<file path="src/rtl/multi_cycle_ctrl.sv">
// rtl/multi_cycle_ctrl.sv - main control FSM for a multi-cycle MIPS-style datapath
//
// Purpose:
//   Sequences fetch, decode, execute, memory access and write-back for
//   lw, sw, R-type, addi, beq and j. The state is registered and the
//   datapath controls are decoded combinationally from it (Moore). The
//   only terms that also depend on inputs are the mem_ready-gated
//   controls, the MEM_WRITE completion pulse, the illegal-op pulse in
//   DECODE and pc_en.
//
// Ports:
//   clk, rst             clock, synchronous active-high reset
//   op[5:0]              opcode from IR[31:26], sampled in DECODE and MEM_ADDR
//   zero                 ALU zero flag, used only for the branch PC enable
//   mem_ready            memory handshake, access completes while high
//   pc_en                pc_write | (pc_write_cond & zero)
//   pc_write_cond        branch PC write
//   iord                 memory address select (0 PC, 1 ALUOut)
//   mem_read, mem_write  memory strobes
//   ir_write             instruction register load
//   mem_to_reg           write-data select (1 MDR)
//   reg_dst              destination select (1 rd, 0 rt)
//   reg_write            register file write enable
//   alu_src_a            ALU A select (0 PC, 1 A)
//   alu_src_b[1:0]       ALU B select (B, 4, imm, imm<<2)
//   aluop[1:0]           ALU control (add, sub, funct)
//   pc_source[1:0]       PC source (ALU, ALUOut, jump target)
//   instr_done           pulse in the last cycle of each instruction
//   illegal_op           pulse when DECODE sees an unsupported opcode
//   state[3:0]           current state, for debug

module multi_cycle_ctrl (
  input  logic       clk,
  input  logic       rst,
  input  logic [5:0] op,
  input  logic       zero,
  input  logic       mem_ready,
  output logic       pc_en,
  output logic       pc_write_cond,
  output logic       iord,
  output logic       mem_read,
  output logic       mem_write,
  output logic       ir_write,
  output logic       mem_to_reg,
  output logic       reg_dst,
  output logic       reg_write,
  output logic       alu_src_a,
  output logic [1:0] alu_src_b,
  output logic [1:0] aluop,
  output logic [1:0] pc_source,
  output logic       instr_done,
  output logic       illegal_op,
  output logic [3:0] state
);

  typedef enum logic [3:0] {
    S_FETCH     = 4'd0,
    S_DECODE    = 4'd1,
    S_MEM_ADDR  = 4'd2,
    S_MEM_READ  = 4'd3,
    S_MEM_WB    = 4'd4,
    S_MEM_WRITE = 4'd5,
    S_EXEC      = 4'd6,
    S_R_WB      = 4'd7,
    S_BRANCH    = 4'd8,
    S_JUMP      = 4'd9,
    S_ADDI_EXEC = 4'd10,
    S_ADDI_WB   = 4'd11
  } state_e;

  localparam logic [5:0] OP_RTYPE = 6'b000000;
  localparam logic [5:0] OP_LW    = 6'b100011;
  localparam logic [5:0] OP_SW    = 6'b101011;
  localparam logic [5:0] OP_BEQ   = 6'b000100;
  localparam logic [5:0] OP_J     = 6'b000010;
  localparam logic [5:0] OP_ADDI  = 6'b001000;

  state_e state_q, state_d;
  logic   op_legal;
  logic   pc_write;

  assign op_legal = (op == OP_RTYPE) || (op == OP_LW) || (op == OP_SW) ||
                    (op == OP_BEQ)   || (op == OP_J)  || (op == OP_ADDI);

  // Next-state logic. Unused codes 12-15 fall through to FETCH.
  always_comb begin
    state_d = S_FETCH;
    case (state_q)
      S_FETCH:     state_d = mem_ready ? S_DECODE : S_FETCH;
      S_DECODE: begin
        case (op)
          OP_RTYPE:     state_d = S_EXEC;
          OP_LW, OP_SW: state_d = S_MEM_ADDR;
          OP_BEQ:       state_d = S_BRANCH;
          OP_J:         state_d = S_JUMP;
          OP_ADDI:      state_d = S_ADDI_EXEC;
          default:      state_d = S_FETCH;
        endcase
      end
      // Second opcode look: lw and sw share the address calculation.
      S_MEM_ADDR:  state_d = (op == OP_LW) ? S_MEM_READ : S_MEM_WRITE;
      S_MEM_READ:  state_d = mem_ready ? S_MEM_WB : S_MEM_READ;
      S_MEM_WRITE: state_d = mem_ready ? S_FETCH : S_MEM_WRITE;
      S_EXEC:      state_d = S_R_WB;
      S_ADDI_EXEC: state_d = S_ADDI_WB;
      S_MEM_WB, S_R_WB, S_BRANCH, S_JUMP, S_ADDI_WB: state_d = S_FETCH;
      default:     state_d = S_FETCH;
    endcase
  end

  always_ff @(posedge clk) begin
    if (rst) begin
      state_q <= S_FETCH;
    end else begin
      state_q <= state_d;
    end
  end

  // Output decode. Reset overrides everything so nothing is strobed
  // while rst is high, even before the state register has been cleared.
  always_comb begin
    pc_write      = 1'b0;
    pc_write_cond = 1'b0;
    iord          = 1'b0;
    mem_read      = 1'b0;
    mem_write     = 1'b0;
    ir_write      = 1'b0;
    mem_to_reg    = 1'b0;
    reg_dst       = 1'b0;
    reg_write     = 1'b0;
    alu_src_a     = 1'b0;
    alu_src_b     = 2'b00;
    aluop         = 2'b00;
    pc_source     = 2'b00;
    instr_done    = 1'b0;
    illegal_op    = 1'b0;
    case (state_q)
      S_FETCH: begin
        mem_read  = 1'b1;
        alu_src_b = 2'b01;
        // IR and PC update only in the cycle the fetch completes.
        ir_write  = mem_ready;
        pc_write  = mem_ready;
      end
      S_DECODE: begin
        alu_src_b = 2'b11;
        if (!op_legal) begin
          illegal_op = 1'b1;
          instr_done = 1'b1;
        end
      end
      S_MEM_ADDR, S_ADDI_EXEC: begin
        alu_src_a = 1'b1;
        alu_src_b = 2'b10;
      end
      S_MEM_READ: begin
        mem_read = 1'b1;
        iord     = 1'b1;
      end
      S_MEM_WRITE: begin
        mem_write  = 1'b1;
        iord       = 1'b1;
        instr_done = mem_ready;
      end
      S_MEM_WB: begin
        reg_write  = 1'b1;
        mem_to_reg = 1'b1;
        instr_done = 1'b1;
      end
      S_EXEC: begin
        alu_src_a = 1'b1;
        aluop     = 2'b10;
      end
      S_R_WB: begin
        reg_write  = 1'b1;
        reg_dst    = 1'b1;
        instr_done = 1'b1;
      end
      S_BRANCH: begin
        alu_src_a     = 1'b1;
        aluop         = 2'b01;
        pc_write_cond = 1'b1;
        pc_source     = 2'b01;
        instr_done    = 1'b1;
      end
      S_JUMP: begin
        pc_write   = 1'b1;
        pc_source  = 2'b10;
        instr_done = 1'b1;
      end
      S_ADDI_WB: begin
        reg_write  = 1'b1;
        instr_done = 1'b1;
      end
      default: begin
      end
    endcase
    if (rst) begin
      pc_write      = 1'b0;
      pc_write_cond = 1'b0;
      iord          = 1'b0;
      mem_read      = 1'b0;
      mem_write     = 1'b0;
      ir_write      = 1'b0;
      mem_to_reg    = 1'b0;
      reg_dst       = 1'b0;
      reg_write     = 1'b0;
      alu_src_a     = 1'b0;
      alu_src_b     = 2'b00;
      aluop         = 2'b00;
      pc_source     = 2'b00;
      instr_done    = 1'b0;
      illegal_op    = 1'b0;
    end
  end

  assign pc_en = pc_write | (pc_write_cond & zero);
  assign state = state_q;

endmodule

</file>
<file path="config.mk">
export PLATFORM = sky130hd
export DESIGN_NAME = multi_cycle_ctrl
export DESIGN_NICKNAME = d
export VERILOG_FILES = /design/src/rtl/multi_cycle_ctrl.sv
export SDC_FILE = /design/constraint.sdc
export NUM_CORES = 1
export LEC_CHECK = 0
export CAP_MARGIN = 40
export CORE_ASPECT_RATIO = 0.9
export CORE_UTILIZATION = 38
export DETAILED_ROUTE_END_ITERATION = 6
export PLACE_DENSITY = 0.84
export SETUP_SLACK_MARGIN = 0.05
export SKIP_CTS_REPAIR_TIMING = 1
export SKIP_LAST_GASP = 1
export SLEW_MARGIN = 15
export SYNTH_ARGS = -nofsm -noshare
export SYNTH_HDL_FRONTEND = slang
export SYNTH_SLANG_ARGS = --single-unit
</file>
<file path="constraint.sdc">
create_clock -name clk -period 1.5 [get_ports clk]
set_clock_uncertainty 0.1 [all_clocks]
set_input_delay 0.225 -clock clk [delete_from_list [all_inputs] [get_ports clk]]
set_output_delay 0.225 -clock clk [all_outputs]
set_load 0.01 [all_outputs]
</file>
=== Yosys cells after proc, flatten, opt, wreduce, memory -nomap -nowiden ===
Index checks and enable logic that the tools add are counted.

* Bits in registers: 4
* Logic and storage cells: 70
* Output and inout bits: 22

* Eq/ne operators: 16
* Muxes and demuxes: 37
* Reductions and logical operators: 14
* Bitwise operators: 2

{| class="wikitable"
|+ Operators with widths
! kind !! count
|-
| case mux 4 bit (7 select lines) || 1
|-
| 2-to-1 mux 1 bit || 24
|-
| case mux 4 bit (5 select lines) || 1
|-
| equality test 4 x 3 -> 1 bit (second input constant) || 4
|-
| equality test 4 bit (second input constant) || 4
|-
| equality test 6 bit (second input constant) || 2
|-
| 2-to-1 mux 3 bit || 3
|-
| equality test 4 x 2 -> 1 bit (second input constant) || 2
|-
| case mux 2 bit (2 select lines) || 2
|-
| OR reduction 2 bit || 4
|-
| equality test 6 x 2 -> 1 bit (second input constant) || 1
|-
| equality test 6 x 3 -> 1 bit (second input constant) || 1
|-
| equality test 6 x 4 -> 1 bit (second input constant) || 1
|-
| logical NOT 6 bit || 1
|-
| 2-to-1 mux 2 bit || 3
|-
| case mux 2 bit (3 select lines) || 1
|-
| logical OR 1 bit || 5
|-
| OR reduction 5 bit || 1
|-
| equality test 4 x 1 -> 1 bit (second input constant) || 1
|-
| logical NOT 4 bit || 1
|-
| OR reduction 4 bit || 1
|-
| case mux 1 bit (3 select lines) || 1
|-
| OR reduction 3 bit || 1
|-
| case mux 1 bit (2 select lines) || 1
|-
| 2 further kinds || 2
|}

=== Longest topological paths before layout ===
* Word-level depth: 9
* Depth in mapped cells: 5

=== Worst setup path before layout ===
No wires, ideal clock.

* Path kind: reg-to-output
* Start: register state_q[0], in the netlist state[0]
* End: output pc_source[0]
* Setup slack: -0.191 ns
* Stages on the path, launching flop included: 5
* Arrival time: 1.366 ns
* Required time: 1.175 ns
* Cell sequence: dfxtp_1 > buf_2 > buf_2 > nor4_1 > buf_4

* Cells in the longest elaborated chain, start to end: 3

{| class="wikitable"
|+ RTL lines
! what !! line !! RTL
|-
| start: declaration || 78 || <nowiki>state_e state_q, state_d;</nowiki>
|-
| start signal: assignment || 115 || <nowiki>state_q <= state_d;</nowiki>
|-
| equality test 4 bit || 137 || <nowiki>case (state_q)</nowiki>
|-
| case mux 2 bit (2 select lines) * || 137 ||
|-
| 2-to-1 mux 2 bit * || 198 || <nowiki>if (rst) begin</nowiki>
|-
| end: declaration || 50 || <nowiki>output logic [1:0] pc_source,</nowiki>
|}

Every way passes the cells marked *; elsewhere a longest branch is shown, timed or not.

=== Final worst setup path ===
* Start: register state_q[3], in the netlist state[3]
* End: output pc_en

* Cells in the longest elaborated chain, start to end: 5

{| class="wikitable"
|+ RTL lines
! what !! line !! RTL
|-
| equality test 4 bit || 137 ||
|-
| 2-to-1 mux 1 bit || 137 ||
|-
| 2-to-1 mux 1 bit || 198 ||
|-
| AND 1 bit || 217 || <nowiki>assign pc_en = pc_write | (pc_write_cond & zero);</nowiki>
|-
| bitwise OR 1 bit * || 217 ||
|-
| end: declaration || 38 || <nowiki>output logic pc_en,</nowiki>
|}

Marked as above.

==> results.json <==
{
  "overflow": 0,
  "yosys_most_used_dff": "dfxtp_1",
  "synth_fp_nets": 95,
  "finalSetupTns_ps": -3050,
  "gp_congestion": 0.926,
  "holdPathStages": 3,
  "setup_viol": 21,
  "grt_first_pass_wirelength_um": 3310,
  "period_minus_slack_ps": 1790,
  "placed_cell_area_mm2": 0.00113,
  "ys_top_cells_by_count": "nor3_1, nor2_1",
  "critical_path_class": "flip-flop to output pin",
  "crit_required_ps": 1170,
  "synth_area_per_cell_um2": 7.05,
  "cp_slowest_cell": "or3b_4",
  "synth_top_area_share_pct": 13.4,
  "fmax_ghz": 0.559,
  "dpl.cell_count": 152,
  "wl_per_cell_um": 16.1,
  "worst_setup_path_start_kind": "flip-flop",
  "root_buffer": "clkbuf_4",
  "dieArea_mm2": 0.00174,
  "dp_hpwl_um": 1590,
  "cts_tree": "yes",
  "die_y_um": 39.7,
  "synth.yosys.seq_area_share_pct": 13.4,
  "num_rows": 13,
  "r2r.worst_path.cells": 6,
  "detail_route.iter0.violations": 25,
  "final_hold_viol_count": 0,
  "powerDensity_mw_per_mm2": 337,
  "largest_reg_flops": 4,
  "ys_types": 37,
  "r2r-start": "state[2]$_SDFF_PP0_",
  "arrival_ps": 1460,
  "finalNonFillerCells": 158,
  "synth_area_leader_cell": "dfxtp_1",
  "outcome": "finished, violations left",
  "fin_nets": 155,
  "ant_nets": 0,
  "cp_max_fo": 5,
  "portBuffers": 31,
  "final_max_slew_viol_count": 0,
  "drv_cap": 0,
  "worstHoldStart": "op[1]",
  "ys_ff_latch": 4,
  "maxSlewHeadroom_pct": 77.7,
  "r2r_end": "state[1]$_SDFF_PP0_",
  "startpoint": "state[3]$_SDFF_PP0_",
  "core_mm2": 0.00146,
  "synthCells": 85,
  "syn_area_um2": 599,
  "grt_pass1_vias": 792,
  "io_pins": 32,
  "p_switching_uw": 137,
  "grt_max_degree": 15,
  "first_pass_iters": 6,
  "layout-drive-gt1-share_pct": 58.0,
  "fin_ws_ps": -288,
  "critPathMaxStageDelay_ps": 410,
  "sequentialPowerShare_pct": 25.8,
  "intPower_uw": 293,
  "path_cells": "or3b_4 -> a2111oi_4 -> buf_2",
  "synthTopCellsByArea": "dfxtp_1, nor3_1, nand2b_1, nor4_1, nor2_1",
  "min_period_over_period_pct": 119,
  "clockBufferDepth": 2,
  "routed_wl_um": 2550,
  "p_leak_nw": 0.664,
  "synth.most_common_cell": "nor3_1",
  "rrSetupSlack_ps": -70,
  "end_kind": "output pin",
  "p_clk_share_pct": 31.6,
  "grt_use_total_pct": 26.2,
  "clk_pin_slew_ps": 40,
  "via_count": 946,
  "htreeDepth": 1,
  "combPwrFrac_pct": 42.5,
  "hold_end": "state[0]$_SDFF_PP0_",
  "p_sw_share_pct": 31.9,
  "fillers": 78,
  "tightest_slew_ps": 329,
  "grt_setup_unrepaired": "true",
  "violations": "design-rule violations, negative setup slack",
  "start_util_pct": 40.9,
  "cts.sinks": 4,
  "ys_warn_count": 0,
  "async_flop_share_pct": 0,
  "area_growth_pct": 113,
  "design_area_mm2": 0.00127,
  "n_antenna_cell": 0,
  "peakVddDrop_uv": 297,
  "cts_made_buffers": 3,
  "antenna_found_initial": 0,
  "synth_edf_count": 0,
  "die_x_um": 43.9,
  "clk-insertion-delay-late_ps": 240,
  "avgViaCountPerCell": 5.99,
  "min_path_type": "primary input to flip-flop",
  "drc_errors": 4
}
==> layout by cell type (no fill, tap or decap), types with 4 or more instances in the layout <==
cell type       instances
nor2_1                  4
buf_4                  28
a21oi_1                 5
clkbuf_2                4
nand2_1                 4
buf_2                  13
dlymetal6s2s_1         13
o21ai_1                 4
nor3_1                  5
nor3_2                  6
==> routing by layer <==
metal  track usage, %  vias to the layer above  share of wire (%)
met1             30.7                      455                 42
met3             4.61                        4                5.0
li1                 -                      449                  -
met2             49.3                       38                 52
met4             6.82                        0               0.98
met5                0                        -                  0
==> cells by family after synthesis <==
family,count (synthesis),synth area share [%]
buf+inv,8,7.30
simple gates,46,48.0
compound gates,25,28.4
flops,4,13.4
xor+xnor,2,2.92
==> worst max-delay path by stage <==
stage	depth (start not counted)	end	slack (ps)
2_1_floorplan	3	pc_en	-30
3_3_place_gp	4	pc_en	-820
3_5_place_dp	4	pc_en	-850
4_1_cts	4	pc_en	-860
5_1_grt	3	pc_en	-330
6_report	3	pc_en	-290
==> critical path, delay by kind of cell, from the launching register on <==
| family | cells | cell delay, ps |
|---|---|---|
| AO/OA/AOI/OAI | 1 | 290 |
| AND/OR/NAND/NOR | 1 | 410 |
| buffers and inverters | 1 | 190 |
| flip-flops | 1 | 340 |
==> area by class of cell <==
type | count | area [um^2] | share of cell area (%)
Clock buffer | 3 | 22.5 | 1.77
Timing Repair Buffer | 63 | 522 | 41.0
Tap cell | 15 | 18.8 | 1.47
Sequential cell | 4 | 88.8 | 6.97
Multi-Input combinational cell | 73 | 622 | 48.8
==> power by group through the flow <==
stage | combinational [mW] | clock [mW] | sequential [mW]
CTS | 0.165 | 0.135 | 0.113
global route | 0.195 | 0.149 | 0.111
detailed placement | 0.164 | 0 | 0.115
finish | 0.183 | 0.136 | 0.111
global placement | 0.161 | 0 | 0.115
floorplan | 0.0727 | 0 | 0.114
==> per-stage QoR <==
step | util [%] | hold WS, ps | total power [mW] | setup WS, ps
final | 87.0 | 291 | 0.430 | -288
after global routing | 87.0 | 302 | 0.455 | -334
after CTS | 78.7 | 509 | 0.413 | -861
after detailed placement | 77.2 | 494 | 0.279 | -849
after global placement | 77.2 | 496 | 0.275 | -818
after floorplan | - | 287 | 0.187 | -34.8
Power figures use the tool's default switching activity.
